$ cat src/rtl/rtc_pkg.sv
// Shared widths, field limits and the 12 h display helper for the RTC.
package rtc_pkg;

    localparam int SEC_W  = 6;
    localparam int MIN_W  = 6;
    localparam int HOUR_W = 5;

    localparam logic [SEC_W-1:0]  SEC_MAX  = 6'd59;
    localparam logic [MIN_W-1:0]  MIN_MAX  = 6'd59;
    localparam logic [HOUR_W-1:0] HOUR_MAX = 5'd23;

    // Returns {pm, hour_disp} for a 24 h hour value: 0 -> 12 AM, 13..23 -> 1..11 PM.
    function automatic logic [HOUR_W:0] to_12h(input logic [HOUR_W-1:0] hour);
        logic              is_pm;
        logic [HOUR_W-1:0] disp;
        is_pm = (hour >= 5'd12);
        if (hour == 5'd0)
            disp = 5'd12;
        else if (hour > 5'd12)
            disp = hour - 5'd12;
        else
            disp = hour;
        return {is_pm, disp};
    endfunction

endpackage

$ cat src/rtl/rtc_tick_prescaler.sv
// Divides clk down to a one-cycle wrap strobe every TICK_DIV enabled cycles.
module rtc_tick_prescaler #(
    parameter int TICK_DIV = 50000000,
    parameter int DIV_W    = 26
) (
    input  logic clk,
    input  logic reset,
    input  logic run,
    input  logic clear,
    output logic wrap
);

    localparam logic [DIV_W-1:0] LAST = DIV_W'(TICK_DIV - 1);

    logic [DIV_W-1:0] cnt;

    // The wrap strobe is only meaningful while counting; a frozen count never wraps.
    assign wrap = run && (cnt == LAST);

    // Count 0..TICK_DIV-1 while running; clear (a time load) restarts the second.
    always_ff @(posedge clk or posedge reset) begin
        if (reset)
            cnt <= '0;
        else if (clear)
            cnt <= '0;
        else if (run)
            cnt <= (cnt == LAST) ? '0 : cnt + DIV_W'(1);
    end

endmodule

$ cat src/rtl/timekeeper_rtc.sv
// 24 h real-time clock with load, range check, 12 h display, day and alarm pulses.
module timekeeper_rtc
    import rtc_pkg::*;
#(
    parameter int TICK_DIV = 50000000,
    parameter int DIV_W    = 26
) (
    input  logic              clk,
    input  logic              reset,
    input  logic              run,
    input  logic              mode_12h,
    input  logic              set_valid,
    input  logic [HOUR_W-1:0] set_hour,
    input  logic [MIN_W-1:0]  set_min,
    input  logic [SEC_W-1:0]  set_sec,
    output logic              set_err,
    input  logic              alarm_en,
    input  logic [HOUR_W-1:0] alarm_hour,
    input  logic [MIN_W-1:0]  alarm_min,
    output logic [SEC_W-1:0]  second,
    output logic [MIN_W-1:0]  min,
    output logic [HOUR_W-1:0] hour,
    output logic [HOUR_W-1:0] hour_disp,
    output logic              pm,
    output logic              tick,
    output logic              day_pulse,
    output logic              alarm_hit
);

    logic              wrap;
    logic              set_legal;
    logic              load_ok;
    logic              adv;
    logic [SEC_W-1:0]  sec_n;
    logic [MIN_W-1:0]  min_n;
    logic [HOUR_W-1:0] hour_n;
    logic              rollover;
    logic              alarm_match;
    logic [HOUR_W:0]   h12;

    // A load wins over a same-edge wrap, so the prescaler clear and the
    // advance suppression both key off load_ok.
    assign set_legal = (set_hour <= HOUR_MAX) && (set_min <= MIN_MAX) && (set_sec <= SEC_MAX);
    assign load_ok   = set_valid && set_legal;
    assign adv       = wrap && !load_ok;

    rtc_tick_prescaler #(
        .TICK_DIV (TICK_DIV),
        .DIV_W    (DIV_W)
    ) u_presc (
        .clk   (clk),
        .reset (reset),
        .run   (run),
        .clear (load_ok),
        .wrap  (wrap)
    );

    // Next time after one second; every field is compared before incrementing.
    always_comb begin
        sec_n    = second;
        min_n    = min;
        hour_n   = hour;
        rollover = 1'b0;
        if (second == SEC_MAX) begin
            sec_n = '0;
            if (min == MIN_MAX) begin
                min_n = '0;
                if (hour == HOUR_MAX) begin
                    hour_n   = '0;
                    rollover = 1'b1;
                end else begin
                    hour_n = hour + 5'd1;
                end
            end else begin
                min_n = min + 6'd1;
            end
        end else begin
            sec_n = second + 6'd1;
        end
    end

    // Matching against the advanced time means only a real advance can fire;
    // an out-of-range alarm can never equal a legal time.
    assign alarm_match = alarm_en && (hour_n == alarm_hour) && (min_n == alarm_min) && (sec_n == '0);

    // Time registers and the one-cycle status pulses.
    always_ff @(posedge clk or posedge reset) begin
        if (reset) begin
            second    <= '0;
            min       <= '0;
            hour      <= '0;
            tick      <= 1'b0;
            day_pulse <= 1'b0;
            alarm_hit <= 1'b0;
            set_err   <= 1'b0;
        end else begin
            tick      <= adv;
            day_pulse <= adv && rollover;
            alarm_hit <= adv && alarm_match;
            set_err   <= set_valid && !set_legal;
            if (load_ok) begin
                second <= set_sec;
                min    <= set_min;
                hour   <= set_hour;
            end else if (adv) begin
                second <= sec_n;
                min    <= min_n;
                hour   <= hour_n;
            end
        end
    end

    // Display conversion is purely combinational from the stored 24 h hour.
    assign h12       = to_12h(hour);
    assign pm        = h12[HOUR_W];
    assign hour_disp = mode_12h ? h12[HOUR_W-1:0] : hour;

endmodule

$ cat config.mk
export PLATFORM = sky130hd
export DESIGN_NAME = timekeeper_rtc
export DESIGN_NICKNAME = d
export VERILOG_FILES = /design/src/rtl/rtc_pkg.sv /design/src/rtl/rtc_tick_prescaler.sv /design/src/rtl/timekeeper_rtc.sv
export SDC_FILE = /design/constraint.sdc
export NUM_CORES = 1
export LEC_CHECK = 0
export BUFFER_PORTS_ARGS = -buffer_cell sky130_fd_sc_hd__buf_2
export CORE_MARGIN = 3
export CORE_UTILIZATION = 55
export DETAILED_ROUTE_END_ITERATION = 8
export GPL_ROUTABILITY_DRIVEN = 0
export MAX_ROUTING_LAYER = met4
export PLACE_DENSITY = 0.91
export SLEW_MARGIN = 20
export SYNTH_ARGS = -nofsm -noshare
export SYNTH_HDL_FRONTEND = slang
export SYNTH_SLANG_ARGS = --single-unit
export TNS_END_PERCENT = 1
$ cat constraint.sdc
create_clock -name clk -period 8.3 [get_ports clk]
set_clock_uncertainty 0.2 [all_clocks]
set_input_delay 0.415 -clock clk [delete_from_list [all_inputs] [get_ports clk]]
set_output_delay 0.415 -clock clk [all_outputs]
set_load 0.01 [all_outputs]
# After elaboration in Yosys (flattened, before gate mapping)
# Index checks and enable logic that the tools add are counted.
[op_classes] n_shift=0 multipliers=0 n_reduce_logical=17 n_bitwise=0 n_addsub=5 mux=21 n_lt_le_gt_ge=5 eq_ne=6 div=0
[op_table] operator="$mux W26" count=3
[op_table] operator="$mux W6" count=7
[op_table] operator="$mux W5" count=8
[op_table] operator="$add A26 B1 Y26 const B" count=1
[op_table] operator="$eq A26 B26 Y1 const B" count=1
[op_table] operator="$add A6 B1 Y6 const B" count=2
[op_table] operator="$eq A6 B6 Y1 const B" count=2
[op_table] operator="$le A6 B6 Y1 const B" count=2
[op_table] operator="$logic_and A1 B1 Y1" count=11
[op_table] operator="$eq A6 B6 Y1" count=1
[op_table] operator="$logic_not A6 Y1" count=1
[op_table] operator="$add A5 B1 Y5 const B" count=1
[op_table] operator="$eq A5 B5 Y1" count=1
[op_table] operator="$eq A5 B5 Y1 const B" count=1
[op_table] operator="$ge A5 B4 Y1 const B" count=1
[op_table] operator="$gt A5 B4 Y1 const B" count=1
[op_table] operator="$le A5 B5 Y1 const B" count=1
[op_table] operator="$logic_not A5 Y1" count=1
[op_table] operator="$sub A5 B4 Y5 const B" count=1
[op_table] operator="$reduce_bool A2 Y1" count=2
[op_table] operator="$mux W1" count=3
[op_table] operator="$logic_not A1 Y1" count=2
[word_totals] input_bits=34 output_inout_bits=27 ramBits=0 latchBits=0 ff_bits=47 word_cells=62 mem_count=0 rom_bits=0

# Depth between registers and ports, before layout
[depth] word_depth=9 ltp_mapped=9 depth_no_buf=8

# By module
# Synthesis repeated with hierarchy kept, for this count alone.
[hier_totals] hier_cells=392 hier_area_um2=3306.9
[by_module_without_submodules] module="timekeeper_rtc" cells_each=244 area_each_um2=1858.0 n_inst=1
[by_module_without_submodules] module="rtc_tick_prescaler" cells_each=148 area_each_um2=1448.9 n_inst=1

# Least setup slack after synthesis
# OpenSTA, ideal clock, no wires.
[synth_path] path_type="flip-flop to flip-flop" start="reg u_presc.cnt[0]" end="reg min[3]" setup_slack_ps=5547 n_path_buf=1 setup_time_ps=82 synth_period_minus_slack_ps=2753 arrival_ps=2472 path_stages_with_launch=8 path_cell_list="dfrtp_1 ha_1 nand2_1 or4_1 buf_2 or4_4 or4_1 a31oi_1"
[synth_between] elab_chain_cells=4
[synth_rtl] item="start: declaration" line="rtc_tick_prescaler.sv:15" rtl="logic [DIV_W-1:0] cnt;"
[synth_rtl] item="start signal: assignment" line="rtc_tick_prescaler.sv:27" rtl="cnt <= (cnt == LAST) ? '0 : cnt + DIV_W'(1);"
[synth_rtl] item="$eq A26 B26 Y1" line="rtc_tick_prescaler.sv:18" rtl="assign wrap = run && (cnt == LAST);"
[synth_rtl] item="$logic_and A1 B1 Y1" line="rtc_tick_prescaler.sv:18"
[synth_rtl] item="$logic_and A1 B1 Y1" line="timekeeper_rtc.sv:45" rtl="assign adv = wrap && !load_ok;"
[synth_rtl] item="$reduce_bool A2 Y1 (no line)"
[synth_rtl] item="end signal: assignment" line="timekeeper_rtc.sv:103" rtl="min <= set_min;"
[synth_rtl] item="end signal: assignment" line="timekeeper_rtc.sv:107" rtl="min <= min_n;"
[synth_rtl] item="end: declaration" line="timekeeper_rtc.sv:21" rtl="output logic [MIN_W-1:0] min,"
# Every way passes these cells.
# A chain may end at the register's enable or synchronous reset.

# Worst setup path in the final report
[layout_path] start="reg u_presc.cnt[0]" end="reg min[0]"
# The elaborated chain is that of the path after synthesis.

==> impl_metrics.toml <==
[drt]
drtPass1Iterations = 6
vias_per_cell = 6.55
vias = 3472
totalWireLength_mm = 9.13
wl_per_cell_um = 17.2
ant_nets = 0
drt-initial-drc-count = 422
drc = 0

[clock_network]
path_clk_slew_ns = 0.09
cts_resized = 0
cts_root_buffer = "clkbuf_8"
cts_buffer_depth = 2
cts-hold-fix-buffers = 0
cts_sinks = 47
clkLatencyLatePin_ns = 0.31
cts_setup_buffers = 0
cts_inserted_buffers = 5
cts_tree = "done"
htree_levels = 2

[logic_synthesis]
synth_top_area_cell = "dfrtp_1"
synth_edf_count = 0
synth_xor_area_share_pct = 6.97
synth_seq_area_share_pct = 36.0
syn-instance-count = 405
synth_mux_area_share_pct = 1.26
synth_area_leaders = "dfrtp_1, nor2_1, nand2_1"
synth_warnings = 0
synth_top_area_share_pct = 36.0
synth-async-reset-ratio_pct = 100
synthSimpleGateAreaFrac_pct = 32.6
synth_top_family_by_area = "simple AND/OR/NAND/NOR gates"
synth_compound_area_share_pct = 16.1
synthAdderAreaFrac_pct = 3.06
syn_nets = 447
ys_seq_elements = 47
syn-cell-area_um2 = 3270
ys_types = 52
synth.avg_cell_area_um2 = 8.07
synthFlopType = "dfrtp_1"

[timing]
slew_violations = 0
maxSlewHeadroom_pct = 21.8
setup_viol = 0
finalCritPeriodShare_pct = 37.7
worst_pin_slew_ns = 1.16
period_needed_ns = 3.13
max_freq_mhz = 320
rsz0062_at_grt = "false"
fin_tns_setup_ns = 0
hold_viol_final = 0

[pwr]
p_leak_nw = 1.58
power_switching_share_pct = 32.3
clock_power_share_pct = 32.2
seqPwrFrac_pct = 44.0
ir_drop_mv = 0.0883
p_int_uw = 425
p_comb_share_pct = 23.9
p_per_area_nw_per_um2 = 167
switchingPower_uw = 202

[critical_path]
end_kind = "register"
timing.critical_path.buf_inv = 0
slowest_delay_ns = 0.71
crit_chain = "ha_1, nand2_1, or4_1, or4_4, or4_1, a31oi_1"
cp_data_required_time_ns = 8.33
crit_family = "simple AND/OR/NAND/NOR gates"
worst_setup_path_start_kind = "register"
path_max_fanout = 7
arrival_ns = 3.16
critPathSlowestCell = "or4_1"
crit_top_cell = "or4_1"
path_class = "reg -> reg"

[layout]
final_cell_mix = "buf_2, nor2_1, dfrtp_1"
fillers = 445
diodes = 0
seq_area_um2 = 1180
syn2layout_area_growth_pct = 14.7
multiInputGateArea_um2 = 1970
drive_gt1_share_pct = 17.0
fin_cells = 530
final_nets = 499
final_common_cell = "buf_2"

[job]
maxCapViolCount = 0

[global_routing]
antenna_found_initial = 0
grtUsageTotal_pct = 26.9
grt_pass1_wl_mm = 14.9
grt.overflow.total = 0
grt_pass1_vias = 3089
grt_max_degree = 48

[floorplanning]
fp.dieW_um = 83.1
coreArea_um2 = 5640
die_h_um = 83.1
num_rows = 27
die_area_um2 = 6900
start_util_pct = 57.9
ios = 61

[min_path]
hold_path.class = "in -> async"

[placed_design]
portBuffers = 60
dp_hpwl_mm = 6.47
dp.cells = 521

[run_status]
status = "completed"
per-stage QoR:
stage                     util, %  area (um^2)  worst slack (ns)  hold WS [ns]  power, mW
after floorplan                 -         3270              5.55         0.260      0.370
after global placement       63.8         3600              5.25         0.287      0.417
after detailed placement     63.8         3600              5.22         0.303      0.423
after CTS                    66.2         3730              5.19         0.114      0.623
after global routing         66.4         3750              4.99        0.0984      0.653
final                        66.4         3750              5.17        0.0275      0.627
cell usage after synthesis, types with 9 or more instances:
cell / n
xor2_1: 14
nand4_1: 13
xnor2_1: 12
nor3_1: 11
nor2_1: 49
o21ai_0: 30
nor4_1: 9
a31oi_1: 17
a21oi_1: 17
inv_1: 16
clkbuf_1: 11
nand2_1: 41
dfrtp_1: 47
nand3_1: 23
path summary, 6_finish.rpt:
check / startpoint / end / slack (ns) / cells after the start
worst max register to register: u_presc.cnt[0]$_DFFE_PP0P_ / min[0]$_DFFE_PP0P_ / 5.17 / 6
min in group clk: set_sec[0] / second[0]$_DFFE_PP0P_ / 0.12 / 3
worst min-delay path: reset / hour[3]$_DFFE_PP0P_ / 0.03 / 2
max in group asynchronous: reset / second[5]$_DFFE_PP0P_ / 7.37 / 2
worst min register to register: u_presc.cnt[18]$_DFFE_PP0P_ / u_presc.cnt[18]$_DFFE_PP0P_ / 0.31 / 1
worst max-delay path: u_presc.cnt[0]$_DFFE_PP0P_ / min[0]$_DFFE_PP0P_ / 5.17 / 6
flip-flops by register name, summed over array words and instances, names as in the netlist:
signal       flops
set_err          1
tick             1
min              6
u_presc.cnt     26
hour             5
alarm_hit        1
day_pulse        1
second           6
per-layer routing:
| metal | GRT usage (%) | up-vias | part of all wire, % |
|---|---|---|---|
| met5 | - | - | 0 |
| met4 | 11.7 | 0 | 2.9 |
| met3 | 5.65 | 39 | 10 |
| met1 | 34.4 | 1611 | 40 |
| met2 | 41.3 | 237 | 47 |
| li1 | - | 1585 | - |
cell type report:
type	count	share of cell area, %
multi-input combinational	325	52.5
tap	72	2.40
timing repair buffer	62	8.52
clock inverter	2	1.60
clock buffer	6	1.94
sequential	47	31.4
inverter	16	1.64
logic make-up (layout without fill, tap and decap cells):
logic type | count (synthesis) | after routing
mux | 4 | 4
compound gates | 86 | 86
buf+inv | 33 | 86
simple gates | 201 | 201
flops | 47 | 47
xor+xnor | 26 | 26
fa+ha+maj | 8 | 8
power by group through the flow:
stage	Combinational [mW]	Sequential, mW	Clock (mW)
2_1_floorplan	0.0990	0.271	0
5_1_grt	0.164	0.278	0.210
6_report	0.150	0.276	0.202
3_3_place_gp	0.140	0.277	0
4_1_cts	0.146	0.274	0.202
3_5_place_dp	0.145	0.278	0
(Power assumes the default switching activity.)
